$ cat src/rtl/alarm_controller.sv
// Alarm clock controller: BCD alarm-time storage/editing plus IDLE/RINGING/SNOOZE sequencing.
// Define ALARM_AUTO_OFF_EN to add a ring timeout of AUTO_OFF_SEC ticks.
//
// state     | meaning
// ST_IDLE   | not sounding; waits for a rising match while armed
// ST_RING   | sounding; buzzer beeps at 1 Hz
// ST_SNOOZE | silent; counting down SNOOZE_SEC ticks before ringing again
module alarm_controller #(
    parameter int SNOOZE_SEC   = 300,
    parameter int AUTO_OFF_SEC = 60
) (
    input  logic       clk,
    input  logic       reset,
    input  logic       tick_1hz,
    input  logic [3:0] t_h_tens,
    input  logic [3:0] t_h_ones,
    input  logic [3:0] t_m_tens,
    input  logic [3:0] t_m_ones,
    input  logic       alarm_en,
    input  logic       set_alarm,
    input  logic       inc_hour,
    input  logic       inc_min,
    input  logic       snooze_btn,
    input  logic       dismiss_btn,
    output logic [3:0] a_h_tens,
    output logic [3:0] a_h_ones,
    output logic [3:0] a_m_tens,
    output logic [3:0] a_m_ones,
    output logic       ringing,
    output logic       snoozing,
    output logic       buzzer
);
    localparam int SNZ_W = (SNOOZE_SEC > 0) ? $clog2(SNOOZE_SEC + 1) : 1;

    typedef enum logic [1:0] {
        ST_IDLE   = 2'd0,
        ST_RING   = 2'd1,
        ST_SNOOZE = 2'd2
    } state_t;

    state_t           state;
    state_t           next_state;
    logic [3:0]       btn_prev;
    logic             match;
    logic             match_prev;
    logic             trigger;
    logic             e_hour;
    logic             e_min;
    logic             e_snooze;
    logic             e_dismiss;
    logic             abort;
    logic             ring_done;
    logic [SNZ_W-1:0] snz_cnt;
    logic [SNZ_W-1:0] snz_cnt_next;
    logic             beep_phase;
    logic             beep_next;
    logic             ringing_next;
    logic             snoozing_next;
    logic             buzzer_next;

    assign e_hour    = inc_hour    & ~btn_prev[0];
    assign e_min     = inc_min     & ~btn_prev[1];
    assign e_snooze  = snooze_btn  & ~btn_prev[2];
    assign e_dismiss = dismiss_btn & ~btn_prev[3];

    assign match   = ({t_h_tens, t_h_ones, t_m_tens, t_m_ones} ==
                      {a_h_tens, a_h_ones, a_m_tens, a_m_ones});
    assign trigger = match & ~match_prev;
    assign abort   = e_dismiss | ~alarm_en | set_alarm;

`ifdef ALARM_AUTO_OFF_EN
    localparam int RING_W = (AUTO_OFF_SEC > 0) ? $clog2(AUTO_OFF_SEC + 1) : 1;
    logic [RING_W-1:0] ring_cnt;

    assign ring_done = (state == ST_RING) && tick_1hz &&
                       (ring_cnt == RING_W'(AUTO_OFF_SEC - 1));

    always_ff @(posedge clk) begin
        if (reset) begin
            ring_cnt <= '0;
        end else if (next_state == ST_RING && state != ST_RING) begin
            ring_cnt <= '0;
        end else if (state == ST_RING && tick_1hz) begin
            ring_cnt <= ring_cnt + 1'b1;
        end
    end
`else
    assign ring_done = 1'b0;
`endif

    always_ff @(posedge clk) begin
        if (reset) begin
            state      <= ST_IDLE;
            match_prev <= 1'b0;
            btn_prev   <= '0;
            snz_cnt    <= '0;
            beep_phase <= 1'b0;
            ringing    <= 1'b0;
            snoozing   <= 1'b0;
            buzzer     <= 1'b0;
        end else begin
            state      <= next_state;
            match_prev <= match;
            btn_prev   <= {dismiss_btn, snooze_btn, inc_min, inc_hour};
            snz_cnt    <= snz_cnt_next;
            beep_phase <= beep_next;
            ringing    <= ringing_next;
            snoozing   <= snoozing_next;
            buzzer     <= buzzer_next;
        end
    end

    // Dismiss/disarm/edit beat snooze, snooze beats the auto-off timeout.
    always_comb begin
        next_state = state;
        case (state)
            ST_IDLE: begin
                if (trigger && alarm_en && !set_alarm) next_state = ST_RING;
            end
            ST_RING: begin
                if (abort)          next_state = ST_IDLE;
                else if (e_snooze)  next_state = ST_SNOOZE;
                else if (ring_done) next_state = ST_IDLE;
            end
            ST_SNOOZE: begin
                if (abort)                                  next_state = ST_IDLE;
                else if (tick_1hz && snz_cnt <= SNZ_W'(1))  next_state = ST_RING;
            end
            default: next_state = ST_IDLE;
        endcase
    end

    always_comb begin
        snz_cnt_next = snz_cnt;
        beep_next    = beep_phase;
        if (next_state == ST_SNOOZE && state != ST_SNOOZE) begin
            snz_cnt_next = SNZ_W'(SNOOZE_SEC);
        end else if (state == ST_SNOOZE && tick_1hz && snz_cnt != '0) begin
            snz_cnt_next = snz_cnt - 1'b1;
        end
        if (next_state == ST_RING && state != ST_RING) begin
            beep_next = 1'b1;
        end else if (state == ST_RING && tick_1hz) begin
            beep_next = ~beep_phase;
        end
        ringing_next  = (next_state == ST_RING);
        snoozing_next = (next_state == ST_SNOOZE);
        buzzer_next   = ringing_next & beep_next;
    end

    // Hour wraps 23 -> 00, minute wraps 59 -> 00 without carrying into the hour.
    always_ff @(posedge clk) begin
        if (reset) begin
            a_h_tens <= '0;
            a_h_ones <= '0;
            a_m_tens <= '0;
            a_m_ones <= '0;
        end else if (set_alarm) begin
            if (e_hour) begin
                if (a_h_tens == 4'd2 && a_h_ones == 4'd3) begin
                    a_h_tens <= '0;
                    a_h_ones <= '0;
                end else if (a_h_ones == 4'd9) begin
                    a_h_tens <= a_h_tens + 4'd1;
                    a_h_ones <= '0;
                end else begin
                    a_h_ones <= a_h_ones + 4'd1;
                end
            end
            if (e_min) begin
                if (a_m_ones == 4'd9) begin
                    a_m_ones <= '0;
                    a_m_tens <= (a_m_tens == 4'd5) ? 4'd0 : a_m_tens + 4'd1;
                end else begin
                    a_m_ones <= a_m_ones + 4'd1;
                end
            end
        end
    end

endmodule

$ cat config.mk
export PLATFORM = sky130hd
export DESIGN_NAME = alarm_controller
export DESIGN_NICKNAME = d
export VERILOG_FILES = /design/src/rtl/alarm_controller.sv
export SDC_FILE = /design/constraint.sdc
export NUM_CORES = 1
export LEC_CHECK = 0
export BUFFER_PORTS_ARGS = -buffer_cell sky130_fd_sc_hd__buf_2
export CAP_MARGIN = 20
export CELL_PAD_IN_SITES_DETAIL_PLACEMENT = 1
export CELL_PAD_IN_SITES_GLOBAL_PLACEMENT = 1
export CORE_ASPECT_RATIO = 0.8
export CORE_MARGIN = 10
export CORE_UTILIZATION = 37
export CTS_CLUSTER_SIZE = 10
export DETAILED_ROUTE_END_ITERATION = 8
export PLACE_DENSITY_LB_ADDON = 0.1
export SYNTH_ARGS = -nofsm -noshare
export SYNTH_HDL_FRONTEND = slang
export SYNTH_SLANG_ARGS = --single-unit
$ cat constraint.sdc
create_clock -name clk -period 1.75 [get_ports clk]
set_input_delay 0.2625 -clock clk [delete_from_list [all_inputs] [get_ports clk]]
set_output_delay 0.2625 -clock clk [all_outputs]
set_load 0.05 [all_outputs]
==> metrics.txt <==
Placement Cell Area=2440 sq um; EDFF count, synth=0; number of global-route vias before repair=1925; crit path kind=reg2reg; dpl hpwl=4520 um; remaining antenna violation count=0; Initial Util=37.7%; status=finished clean; Die W=103 um; Nets=311; final setup fails=0; Synth top area share=35.6%; synth warn=0; Max Cap Violations=0; P&R area growth vs syn=26.6%; Post-synth top flop=dfxtp_1; Req. time, crit path=1960 ps; Period minus WS final=1660 ps; Synth Area in XOR/XNOR=12.5%; Psw=395 uW; Final TNS setup=0 ps; core area=5380 sq um; total number of vias=1820; Root Buffer=clkbuf_8; initial DRC count=56; Worst-Margin Slew=382 ps; most frequent cells in the layout=43 x buf_2, 31 x dfxtp_1, 19 x xor2_1; Fillers=656; Synth Area in Simple Gates=26.8%; TritonCTS buffer count=5; initial antenna violation count=0; Yosys cell types=54; Min-Delay Path Class=in2reg; die extent in y=86.2 um; largest cells by area after synthesis=dfxtp_1 36%, xor2_1 8.2%, ha_1 4.3%; Final Max Slew Viols=0; Worst Hold Margin=202 ps; sequential share of power=53.8%; Worst Setup Start Kind=flop; Setup crit end kind=flop; DRC Markers=0; most area-hungry cell type in the Yosys netlist=dfxtp_1; worst-case clock buffer depth=2; Syn Area/Cell=9.37 sq um; sequential share of the synthesized area=35.6%; Fmax achieved=0.601 GHz; Compound-Gate Fraction of Synth Area=16.7%; vias per cell=5.29; clock share of power=36.4%; post-route setup slack=86.7 ps; most common cell after layout, fill and taps aside=buf_2; Comb pwr share=9.8%; WL final=5830 um; post-route cell area=2560 sq um; R2R cell count=6; VDD IR max=0.400 mV; Crit Path Max Fanout=5; WL/cell=16.9 um; CTS tree=yes; total track usage=13.7%; Overall Power=1.56 mW; Internal=1.16 mW; Adder-Cell Fraction of Synth Area=4.33%; gp weighted congestion=0.789; Clock Sinks=36; async set-reset flop share out of synthesis=0%; Syn Inst Count=216; layout cells sized above 1=34.4%; DIE AREA=8850 sq um; largest net degree at the start of global routing=18; IO Count=44; Worst-path clk slew=70 ps; P per Cell Area=607 nW/um^2; Mapped Nets=248; Hold Path Depth=2; Clk Latency, worst-skew pair=290 ps; global route total overflow=0; Sw Share=25.4%; diodes inserted=0; first-pass GRT wire length=9620 um; port bufs=43; Tcrit/Tclk final=95.0%; H-Tree Depth=2; flops & latches, synth=36; final hold violations=0; Clock Skew=6.84 ps; Static Leak=1.05 nW; pre-CTS setup slack=20.5 ps; First-pass DRT Iterations=4; normalized max-slew margin=74.4%; mux contribution to synthesized area=0.494%; Rows=24; Critical Path AT=1880 ps; mapped cell area=2020 sq um; main combinational cell family by area after synthesis=simple AND/OR/NAND/NOR gates
stage by stage:
| stage | utilization, % | std cells |
|---|---|---|
| floorplan | - | 216 |
| global placement | 45.3 | 336 |
| detailed placement | 45.3 | 336 |
| CTS | 46.7 | 343 |
| global route | 47.7 | 344 |
| finish | 47.7 | 344 |
power groups by stage:
| stage | combinational (mW) | sequential (mW) | clock [mW] |
|---|---|---|---|
| 6_report | 0.153 | 0.837 | 0.566 |
| 5_1_grt | 0.171 | 0.840 | 0.619 |
| 4_1_cts | 0.152 | 0.837 | 0.591 |
| 3_5_place_dp | 0.151 | 0.856 | 0 |
| 3_3_place_gp | 0.151 | 0.855 | 0 |
| 2_1_floorplan | 0.0682 | 0.875 | 0 |
worst max-delay path, stage by stage (launching register included):
cell and delay [ps]:
dfxtp_4 340, inv_1 70, ha_1 140, and4bb_2 290, a21oi_4 80, or4_4 490
a211oi_2 180
repair_timing:
item / CTS / global route
endpoints found under the setup margin: 0 / 8
hold buffers: 0 / 0
buffers inserted: 0 / 1
resized for setup: 0 / 10
synth_stat cells (6+ instances only):
library cell / instances
a21oi_1: 8
nor2b_1: 8
nor3_1: 7
xnor2_1: 10
o21ai_0: 9
nor4_1: 6
ha_1: 7
xor2_1: 19
nor2_1: 18
dfxtp_1: 36
inv_1: 11
nand3b_1: 6
kinds of logic after synthesis:
group	after synthesis
and+or+nand+nor	83
AOI/OAI and AO/OA	44
DFF	36
xor gates and xnor gates	29
buffers and inverters	16
adders and majority gates	7
muxes	1
per-layer routing:
metal / track usage, % / up-vias / routed length (um)
li1: - / 917 / -
met1: 18.6 / 861 / 2960
met2: 20.3 / 34 / 2490
met3: 4.26 / 8 / 314
met4: 3.84 / 0 / 63
met5: 0 / - / 0
sequential cells by signal, summed over array words and instances (netlist names):
signal,count
ringing,1
btn_prev,4
snz_cnt,9
buzzer,1
snoozing,1
a_h_ones,4
a_m_tens,4
beep_phase,1
state,2
a_m_ones,4
a_h_tens,4
match_prev,1
area by class of cell:
cell class	instances	area [sq um]	share of cell area (%)
clock buffer	7	76.3	2.98
inverter	11	41.3	1.61
multi-input combinational	164	1280	49.8
timing repair buffer	61	350	13.7
sequential	36	737	28.7
tap	65	81.3	3.17
worst paths after layout:
path,start,endpoint,slack (ps)
worst min-delay path,dismiss_btn,btn_prev[3],200
worst min register to register,a_h_tens[0],a_h_tens[0],540
worst max register to register,a_h_tens[0],a_h_tens[3],90
worst max-delay path,a_h_tens[0],a_h_tens[3],90
No activity file was read; power rests on OpenSTA's default activity.
